## config.mk

```make
export PLATFORM = sky130hd
export DESIGN_NAME = mc_ctrl
export DESIGN_NICKNAME = d
export VERILOG_FILES = /design/src/rtl/mips_defs_pkg.sv /design/src/rtl/mc_ctrl_dec.sv /design/src/rtl/mc_ctrl.sv
export SDC_FILE = /design/constraint.sdc
export NUM_CORES = 1
export LEC_CHECK = 0
export ABC_AREA = 1
export CORE_ASPECT_RATIO = 0.8
export CORE_MARGIN = 4
export CORE_UTILIZATION = 35
export CTS_BUF_LIST = sky130_fd_sc_hd__clkbuf_4 sky130_fd_sc_hd__clkbuf_8
export CTS_CLUSTER_DIAMETER = 150
export DETAILED_ROUTE_END_ITERATION = 10
export PLACE_DENSITY = 0.76
export SETUP_SLACK_MARGIN = 0.3
export SYNTH_ARGS = -nofsm -noshare
export SYNTH_HDL_FRONTEND = slang
export SYNTH_HIERARCHICAL = 1
export SYNTH_SLANG_ARGS = --single-unit
```

## constraint.sdc

```tcl
create_clock -name clk -period 1.1 [get_ports clk]
set_input_delay 0.11 -clock clk [delete_from_list [all_inputs] [get_ports clk]]
set_output_delay 0.11 -clock clk [all_outputs]
set_load 0.02 [all_outputs]
```

## src/rtl/mips_defs_pkg.sv

```systemverilog
// Shared MIPS-lite definitions: opcode/funct encodings, FSM state codes and
// the select codes the control unit drives into the datapath.
package mips_defs;

  localparam logic [5:0] OP_RTYPE = 6'b000000;
  localparam logic [5:0] OP_ORI   = 6'b001101;
  localparam logic [5:0] OP_LW    = 6'b100011;
  localparam logic [5:0] OP_SW    = 6'b101011;
  localparam logic [5:0] OP_BEQ   = 6'b000100;
  localparam logic [5:0] OP_LUI   = 6'b001111;
  localparam logic [5:0] OP_J     = 6'b000010;
  localparam logic [5:0] OP_JAL   = 6'b000011;

  localparam logic [5:0] FN_ADDU  = 6'b100001;
  localparam logic [5:0] FN_SUBU  = 6'b100011;

  // Register index written by jal; the datapath maps REG_DST_LINK onto it.
  localparam logic [4:0] LINK_REG  = 5'd31;
  localparam int         ALU_CTR_W = 3;

  typedef enum logic [3:0] {
    S_FETCH  = 4'd0,
    S_DECODE = 4'd1,
    S_MEMADR = 4'd2,
    S_MEMRD  = 4'd3,
    S_MEMWB  = 4'd4,
    S_MEMWR  = 4'd5,
    S_EXE    = 4'd6,
    S_ALUWB  = 4'd7,
    S_BRANCH = 4'd8,
    S_JUMP   = 4'd9
  } state_t;

  localparam logic [1:0] NPC_PC4  = 2'b00;
  localparam logic [1:0] NPC_BR   = 2'b01;
  localparam logic [1:0] NPC_JMP  = 2'b10;

  localparam logic [1:0] REG_DST_RT   = 2'b00;
  localparam logic [1:0] REG_DST_RD   = 2'b01;
  localparam logic [1:0] REG_DST_LINK = 2'b10;

  localparam logic [1:0] EXT_ZERO = 2'b00;
  localparam logic [1:0] EXT_SIGN = 2'b01;
  localparam logic [1:0] EXT_LUI  = 2'b10;

  localparam logic [1:0] M2R_ALU  = 2'b00;
  localparam logic [1:0] M2R_MEM  = 2'b01;
  localparam logic [1:0] M2R_PC   = 2'b10;

  localparam logic [ALU_CTR_W-1:0] ALU_ADD = 3'b000;
  localparam logic [ALU_CTR_W-1:0] ALU_SUB = 3'b001;
  localparam logic [ALU_CTR_W-1:0] ALU_OR  = 3'b010;

  // One-hot instruction class; exactly one bit is set for any op/funct.
  typedef struct packed {
    logic is_r_add;
    logic is_r_sub;
    logic is_ori;
    logic is_lui;
    logic is_lw;
    logic is_sw;
    logic is_beq;
    logic is_j;
    logic is_jal;
    logic is_ill;
  } ins_cls_t;

endpackage

```

## src/rtl/mc_ctrl_dec.sv

```systemverilog
// Combinational op/funct classifier feeding the mc_ctrl FSM.
module mc_ctrl_dec
  import mips_defs::*;
(
  input  logic [5:0] op,
  input  logic [5:0] funct,
  output ins_cls_t   cls
);

  always_comb begin
    cls = '0;
    case (op)
      OP_RTYPE: begin
        if (funct == FN_ADDU)      cls.is_r_add = 1'b1;
        else if (funct == FN_SUBU) cls.is_r_sub = 1'b1;
        else                       cls.is_ill   = 1'b1;
      end
      OP_ORI:  cls.is_ori = 1'b1;
      OP_LUI:  cls.is_lui = 1'b1;
      OP_LW:   cls.is_lw  = 1'b1;
      OP_SW:   cls.is_sw  = 1'b1;
      OP_BEQ:  cls.is_beq = 1'b1;
      OP_J:    cls.is_j   = 1'b1;
      OP_JAL:  cls.is_jal = 1'b1;
      default: cls.is_ill = 1'b1;
    endcase
  end

endmodule

```

## src/rtl/mc_ctrl.sv

```systemverilog
// Multi-cycle MIPS-lite main control: Moore FSM over one instruction at a
// time, outputs decoded from state and the instruction class.
module mc_ctrl
  import mips_defs::*;
(
  input  logic                 clk,
  input  logic                 reset,
  input  logic [5:0]           op,
  input  logic [5:0]           funct,
  input  logic                 zero,
  output logic                 pc_wr,
  output logic [1:0]           npc_sel,
  output logic                 ir_wr,
  output logic                 reg_wr,
  output logic [1:0]           reg_dst,
  output logic                 alu_src,
  output logic [1:0]           ext_op,
  output logic [ALU_CTR_W-1:0] alu_ctr,
  output logic                 mem_wr,
  output logic [1:0]           mem2reg,
  output logic [3:0]           state
);

  ins_cls_t cls;
  state_t   state_q, state_d;
  logic     pc_wr_raw, ir_wr_raw, reg_wr_raw, mem_wr_raw;

  mc_ctrl_dec u_dec (
    .op    (op),
    .funct (funct),
    .cls   (cls)
  );

  always_ff @(posedge clk or posedge reset) begin
    if (reset) state_q <= S_FETCH;
    else       state_q <= state_d;
  end

  always_comb begin
    state_d    = S_FETCH;
    pc_wr_raw  = 1'b0;
    ir_wr_raw  = 1'b0;
    reg_wr_raw = 1'b0;
    mem_wr_raw = 1'b0;
    npc_sel    = NPC_PC4;
    reg_dst    = REG_DST_RT;
    alu_src    = 1'b0;
    ext_op     = EXT_ZERO;
    alu_ctr    = ALU_ADD;
    mem2reg    = M2R_ALU;

    case (state_q)
      S_FETCH: begin
        ir_wr_raw = 1'b1;
        pc_wr_raw = 1'b1;
        state_d   = S_DECODE;
      end
      S_DECODE: begin
        if (cls.is_ill)                                       state_d = S_FETCH;
        else if (cls.is_lw || cls.is_sw)                      state_d = S_MEMADR;
        else if (cls.is_r_add || cls.is_r_sub ||
                 cls.is_ori   || cls.is_lui)                  state_d = S_EXE;
        else if (cls.is_beq)                                  state_d = S_BRANCH;
        else if (cls.is_j || cls.is_jal)                      state_d = S_JUMP;
        else                                                  state_d = S_FETCH;
      end
      // Address selects stay up through the memory access cycle.
      S_MEMADR, S_MEMRD, S_MEMWR: begin
        alu_src = 1'b1;
        ext_op  = EXT_SIGN;
        alu_ctr = ALU_ADD;
        case (state_q)
          S_MEMADR: state_d = cls.is_sw ? S_MEMWR : S_MEMRD;
          S_MEMRD:  state_d = S_MEMWB;
          default: begin
            mem_wr_raw = 1'b1;
            state_d    = S_FETCH;
          end
        endcase
      end
      S_MEMWB: begin
        reg_wr_raw = 1'b1;
        reg_dst    = REG_DST_RT;
        mem2reg    = M2R_MEM;
        state_d    = S_FETCH;
      end
      S_EXE, S_ALUWB: begin
        if (cls.is_r_sub) begin
          alu_ctr = ALU_SUB;
        end else if (cls.is_ori) begin
          alu_src = 1'b1;
          ext_op  = EXT_ZERO;
          alu_ctr = ALU_OR;
        end else if (cls.is_lui) begin
          alu_src = 1'b1;
          ext_op  = EXT_LUI;
          alu_ctr = ALU_OR;
        end
        if (state_q == S_EXE) begin
          state_d = S_ALUWB;
        end else begin
          reg_wr_raw = 1'b1;
          mem2reg    = M2R_ALU;
          reg_dst    = (cls.is_r_add || cls.is_r_sub) ? REG_DST_RD : REG_DST_RT;
          state_d    = S_FETCH;
        end
      end
      S_BRANCH: begin
        alu_src   = 1'b0;
        alu_ctr   = ALU_SUB;
        npc_sel   = NPC_BR;
        pc_wr_raw = zero;
        state_d   = S_FETCH;
      end
      S_JUMP: begin
        pc_wr_raw = 1'b1;
        npc_sel   = NPC_JMP;
        if (cls.is_jal) begin
          reg_wr_raw = 1'b1;
          reg_dst    = REG_DST_LINK;
          mem2reg    = M2R_PC;
        end
        state_d = S_FETCH;
      end
      default: state_d = S_FETCH;
    endcase
  end

  // state_q is already FETCH during reset, but FETCH asserts enables.
  assign pc_wr  = pc_wr_raw  & ~reset;
  assign ir_wr  = ir_wr_raw  & ~reset;
  assign reg_wr = reg_wr_raw & ~reset;
  assign mem_wr = mem_wr_raw & ~reset;
  assign state  = state_q;

endmodule

```

==> results of run 1 <==
## cell families after synthesis
family	after synthesis
AO/OA/AOI/OAI	7
buffers and inverters	31
flip-flops	4
other	1
AND/OR/NAND/NOR	74
## per-stage QoR
| stage | utilization (%) | cell area (µm²) | hold WS, ns |
|---|---|---|---|
| after floorplan | - | 724.4 | -0.1239 |
| after global placement | 86.36 | 1284 | 0.5131 |
| after detailed placement | 86.36 | 1284 | 0.5370 |
==> flow_results.org, run 1 <==
** Status
- Status :: stopped before the end
- Last step reached :: 4_1_cts
- The tool reported: "[ERROR DPL-0038] Utilization greater than 100%, impossible to legalize".

** Clock network
- After clock tree synthesis, the setup repair step added 17 buffers.
- Root Driver :: sky130_fd_sc_hd__clkbuf_4
- Cts hold-fix bufs :: 0
- CTS built an H-tree with a depth of 1.
- Max Buffers Root-to-Sink :: 2
- For this design, the sink count on the clock tree is 4.
- Total of cells resized after clock tree synthesis :: approximately 190
- Clock tree synthesis inserted a total of 3 buffers.

** Synthesis
- Compound-Gate Fraction of Synth Area :: under 10%
- Sequential elements use around 17% of the synthesized area.
- In the post-synthesis netlist, the biggest area contributors are sky130_fd_sc_hd__nor2_1, sky130_fd_sc_hd__inv_1, sky130_fd_sc_hd__dfrtp_1.
- Multiplexer share of the synthesized area :: 0%
- EDFF count, synth :: 0
- Most used DFF post-synth :: sky130_fd_sc_hd__dfrtp_1
- The synthesized netlist devotes 0% of its cell area to adder and majority cells.
- Asr flop ratio synth :: 100.0%
- Counting flops and latches in the post-synthesis netlist gives 4.
- Netlist area before placement :: 585.6 µm²
- Counting distinct cell types in the post-synthesis netlist gives 18.
- Post-synthesis share of cell area spent on and, or, nand and nor gates :: 54.91%
- Proportion of netlist area held by the largest area contributor :: between 10% and 20%
- Post-synthesis cell type with the largest combined area :: sky130_fd_sc_hd__nor2_1
- After synthesis, the largest family of logic cells by area is simple AND/OR/NAND/NOR gates.
- Cell with the most instances after synthesis :: sky130_fd_sc_hd__nor2_1
- Fraction of synthesized cell area in xor and xnor cells :: 0%
- After technology mapping, the gate count stands at 117.
- Ranked by instance count, the synthesized netlist is headed by sky130_fd_sc_hd__nor2_1, sky130_fd_sc_hd__inv_1, sky130_fd_sc_hd__nand2_1.
- Avg Inst Size Synth :: approximately 5.0 µm²
- For this run, the number of Yosys warnings is 6.
- Synthesis produced a netlist with a net count of around 130.

** Die
- Once the floorplan was initialized, standard cells occupied 39.39% of the core.
- The initialized floorplan defines 12 standard-cell rows.
- I/O pin total :: 35
- Die width :: about 54 µm
- Die span in y :: 44.59 µm

** Place
- Post-place setup slack :: -1.113 ns
- At the end of routability-driven placement, the weighted congestion stood at just under 0.9.
- Number of placed cells counting well taps :: 198
- Half-perimeter wire length after detailed placement :: roughly 1900 µm
- PortBufs :: 33
==> run 2: changes to the inputs <==
- CORE_AREA: default -> 4 4 65 67
- CORE_ASPECT_RATIO: 0.8 -> default
- CORE_MARGIN: 4 -> default
- CORE_UTILIZATION: 35 -> default
- CTS_BUF_LIST: sky130_fd_sc_hd__clkbuf_4 sky130_fd_sc_hd__clkbuf_8 -> default
- CTS_CLUSTER_DIAMETER: 150 -> default
- DIE_AREA: default -> 0 0 69 71
- PLACE_DENSITY: 0.76 -> default
- PLACE_DENSITY_LB_ADDON: default -> 0.15
- SETUP_SLACK_MARGIN: 0.3 -> default
==> run 2 against run 1 <==
  * The flow now finishes, with violations (setup timing)
  * Synthesized area unchanged
  * Synthesized cell count did not move
==> flow_results.org, run 2 <==
** Status
- Status :: complete, but fails checks (was stopped before the end)
- The checks that failed: setup timing.

** Place
- The pre-CTS setup slack is -1.234 ns (was -1.113 ns).
- The routability-driven placement congestion ratio is 0.7692 (was 0.8739).
- PortBufs :: 33 (unchanged)
- The number of placed cells counting well taps is 224 (was 198).
- Placed cell areas :: 1265 µm² (was 1284 µm²)
- The placed wire-length estimate after detailed placement was 1995 µm (was 1902 µm).

** Clock network
- The CTS buffer count came to 3 (unchanged).
- TritonCTS built the clock tree.
- The count of clock tree sinks is 4 (unchanged).
- The H-tree depth came to 1 (unchanged).
- Clock Latency Late Sink :: ~0.22 ns
- The root buffer cell is sky130_fd_sc_hd__clkbuf_8 (was sky130_fd_sc_hd__clkbuf_4).
- The buffer levels on the longest clock path was 2 (unchanged).
- Clock Pin Slew Worst Setup and Hold Paths :: approximately 0.030 ns

** Final layout
- Flip-flop count of the largest register after layout :: 4
- In the final layout, the share of cells above drive strength 1 is between 70% and 80%.
- Area growth from synthesis to final layout :: 182.9%
- NumNets Final :: slightly above 200
- Layout Cells excl Fill :: approximately 240
- The top cell types in the final layout, fill and taps aside, are sky130_fd_sc_hd__buf_4, sky130_fd_sc_hd__buf_6, sky130_fd_sc_hd__inv_1.
- Number of fill cells :: between 300 and 400
- After routing the design area is roughly 1700 µm².
- Antenna fix cells :: 0
- Leading cell type in the layout, fill and taps excluded :: sky130_fd_sc_hd__buf_4

** Pwr
- Relative contribution of the clock network to total power :: roughly a quarter
- In this run, flip-flops and latches consume 16.7% of the power.
- Internal power comes to approximately 0.76 mW.
- VDD sags by at most 280.1 µV.
- Of the total power, the share spent switching nets is ~39%.
- Leakage power :: 0.7991 nW
- Of the total power, combinational logic draws between 50% and 60%.
- In this run the power spent charging and discharging nets is around 0.49 mW.
- Dividing total power by cell area gives a power density of roughly 750 nW/µm².

** Synthesis
- Avg Inst Size Synth :: 5.005 µm² (unchanged)
- Commonest cells in the netlist: sky130_fd_sc_hd__nor2_1, sky130_fd_sc_hd__inv_1, sky130_fd_sc_hd__nand2_1 (unchanged).
- Post-synthesis cell type with the largest combined area :: sky130_fd_sc_hd__nor2_1 (unchanged)
- The most frequently used flop master after synthesis is sky130_fd_sc_hd__dfrtp_1 (unchanged).
- The most used standard cell by instance count after synthesis was sky130_fd_sc_hd__nor2_1 (unchanged).
- The number of warnings printed during yosys synthesis came to 6 (unchanged).
- The post-synthesis sequential area ratio came to 17.09% (unchanged).
- The number of distinct library cells after synthesis is 18 (unchanged).
- The summed instance area of the synthesized netlist came to 585.6 µm² (unchanged).
- Main area contributors after synthesis :: sky130_fd_sc_hd__nor2_1, sky130_fd_sc_hd__inv_1, sky130_fd_sc_hd__dfrtp_1 (unchanged)
- Count of mapped cells out of synthesis :: 117 (unchanged)
- The area fraction of the dominant cell type after synthesis is 19.23% (unchanged).
- The number of synthesized register bits came to 4 (unchanged).
- The net count after synthesis is 132 (unchanged).
- The async set or reset register ratio after synthesis was 100.0% (unchanged).
- The number of enable-type register cells in the synthesized netlist was 0 (unchanged).

** Global routing
- The number of antenna violations at the first check in global routing is 0.
- Summed over all layers, the global routing overflow is 0.
- Entering global routing, the biggest net connects 7 pins.
- The first global-routing pass estimated 4491 µm of wire.
- Global routing used roughly 11% of the available tracks across all layers.
- Number of global-route vias before repair :: ~1.0k

** STA
- Timing-limited maximum frequency :: roughly 700 MHz
- The number of failing hold endpoints at the final stage is 0.
- Count of final setup violators :: 19
- RSZ-0062 raised after global routing :: true
- Hold timing on the final database bottoms out at a slack of 0.2851 ns.
- The smallest clock period supported by the final layout is computed as 1.435 ns.
- The final count of pins violating max slew came to 0.
- For the final database, setup skew stands at around 0.0021 ns.
- After layout, the worst setup slack is -0.3351 ns.
- Share of the cycle needed by the critical path after routing :: 130.5%

** Critical path
- The startpoint identified for the worst register-to-register timing path is state[2].
- Setup crit end kind :: output pin
- Origin of the worst setup path :: state[3]
- At the worst endpoint, the required time is ~0.99 ns.
- Critical path data arrival time :: around 1.3 ns
- Kind of launch point of the worst setup path :: flip-flop
- Maximum fanout along the worst path :: 4
- Critical path start-end classification :: flip-flop to output pin

** Detailed routing
- In this run the remaining antenna-violating nets after routing total 0.
- Before antenna repair, the detailed router went through 4 iterations.
- Routed wire length :: 2609 µm
- After detailed routing, the number of remaining DRC violations is 0.
- The first routing iteration left 14 violations.
- After detailed routing, the number of vias per cell comes to 4.046.
- Wirelength per Cell :: 10.96 µm
- Number of vias after detailed routing :: approximately 960

** Die
- Die span in y :: 71 µm (was 44.59 µm)
- Die width :: 69 µm (was 53.73 µm)
- The standard-cell row count was 22 (was 12).
- The initial core utilization came to 16.12% (was 39.39%).
- The number of primary I/O pins is 35 (unchanged).
- The core region is approximately 3600 µm².
- The floorplan step defined a die boundary enclosing approximately 4900 µm².

** Run
- Max-cap violations in this run came to 0.

** Worst hold path
- Hold WC Path Type :: primary input to async pin
-- run 2: area by class of cell --
cell class	instances	area (µm²)	share of cell area (%)
timing repair buffer	71	631.9	38.14
tap	48	60.06	3.625
clock buffer	3	41.29	2.492
multi-input combinational	82	693.2	41.84
sequential	4	105.1	6.344
inverter	30	125.1	7.553
-- run 2: final timing paths --
kind / cells past startpoint / to / slack, ns
max: 5 / alu_ctr[0] / -0.34
min: 3 / state[0] / 0.29
max reg2reg: 8 / state[2] / -0.06
min reg2reg: 2 / state[1] / 0.67
max in group asynchronous: 3 / state[3] / 0.65
min in group clk: 5 / state[3] / 0.41
-- run 2: metrics by stage --
stage / utilization [%] / power (mW) / setup TNS, ns
6_report: 45.59 / 1.245 / -3.925
5_1_grt: 45.59 / 1.327 / -5.373
4_1_cts: 41.70 / 1.177 / -4.163
3_5_place_dp: 34.81 / 0.7440 / -16.41
3_3_place_gp: 34.81 / 0.7435 / -15.97
2_1_floorplan: - / 0.4404 / -0.6496
-- run 2: power groups by stage --
| stage | clock network (mW) | registers [mW] | logic [mW] |
|---|---|---|---|
| global placement | 0 | 0.201 | 0.543 |
| detailed placement | 0 | 0.198 | 0.546 |
| finish | 0.307 | 0.208 | 0.730 |
| CTS | 0.315 | 0.207 | 0.655 |
| floorplan | 0 | 0.227 | 0.213 |
| global route | 0.327 | 0.210 | 0.790 |
-- run 2: what timing repair did --
item,CTS,global route
setup endpoints to repair,23,22
hold buffers,0,0
resized for setup,193,31
buffers inserted,13,4
pin swaps,31,11
-- run 2: routing by layer --
metal | vias to the layer above | global-route usage (%) | routed length, µm
li1 | 508 | - | -
met1 | 424 | 11.17 | 1015
met2 | 24 | 21.08 | 1424
met3 | 7 | 2.557 | 109
met4 | 0 | 6.291 | 60
met5 | - | 0 | 0
-- run 2: logic make-up (layout without fill, tap and decap cells) --
| group | after synthesis | after routing | share of synthesized area, % |
|---|---|---|---|
| buf+inv | 31 | 104 | 20.51 |
| flops | 4 | 4 | 17.09 |
| compound gates | 7 | 7 | 6.838 |
| simple gates | 74 | 74 | 54.92 |
| other cells | 1 | 1 | 0.6404 |
-- run 2: critical path: stages (launching register included) --
cell and delay (ns):
sky130_fd_sc_hd__dfrtp_2 0.42, sky130_fd_sc_hd__inv_4 0.09, sky130_fd_sc_hd__nand2_4 0.06, sky130_fd_sc_hd__buf_4 0.17
sky130_fd_sc_hd__o31ai_4 0.22, sky130_fd_sc_hd__buf_6 0.14
(Power assumes the default switching activity.)
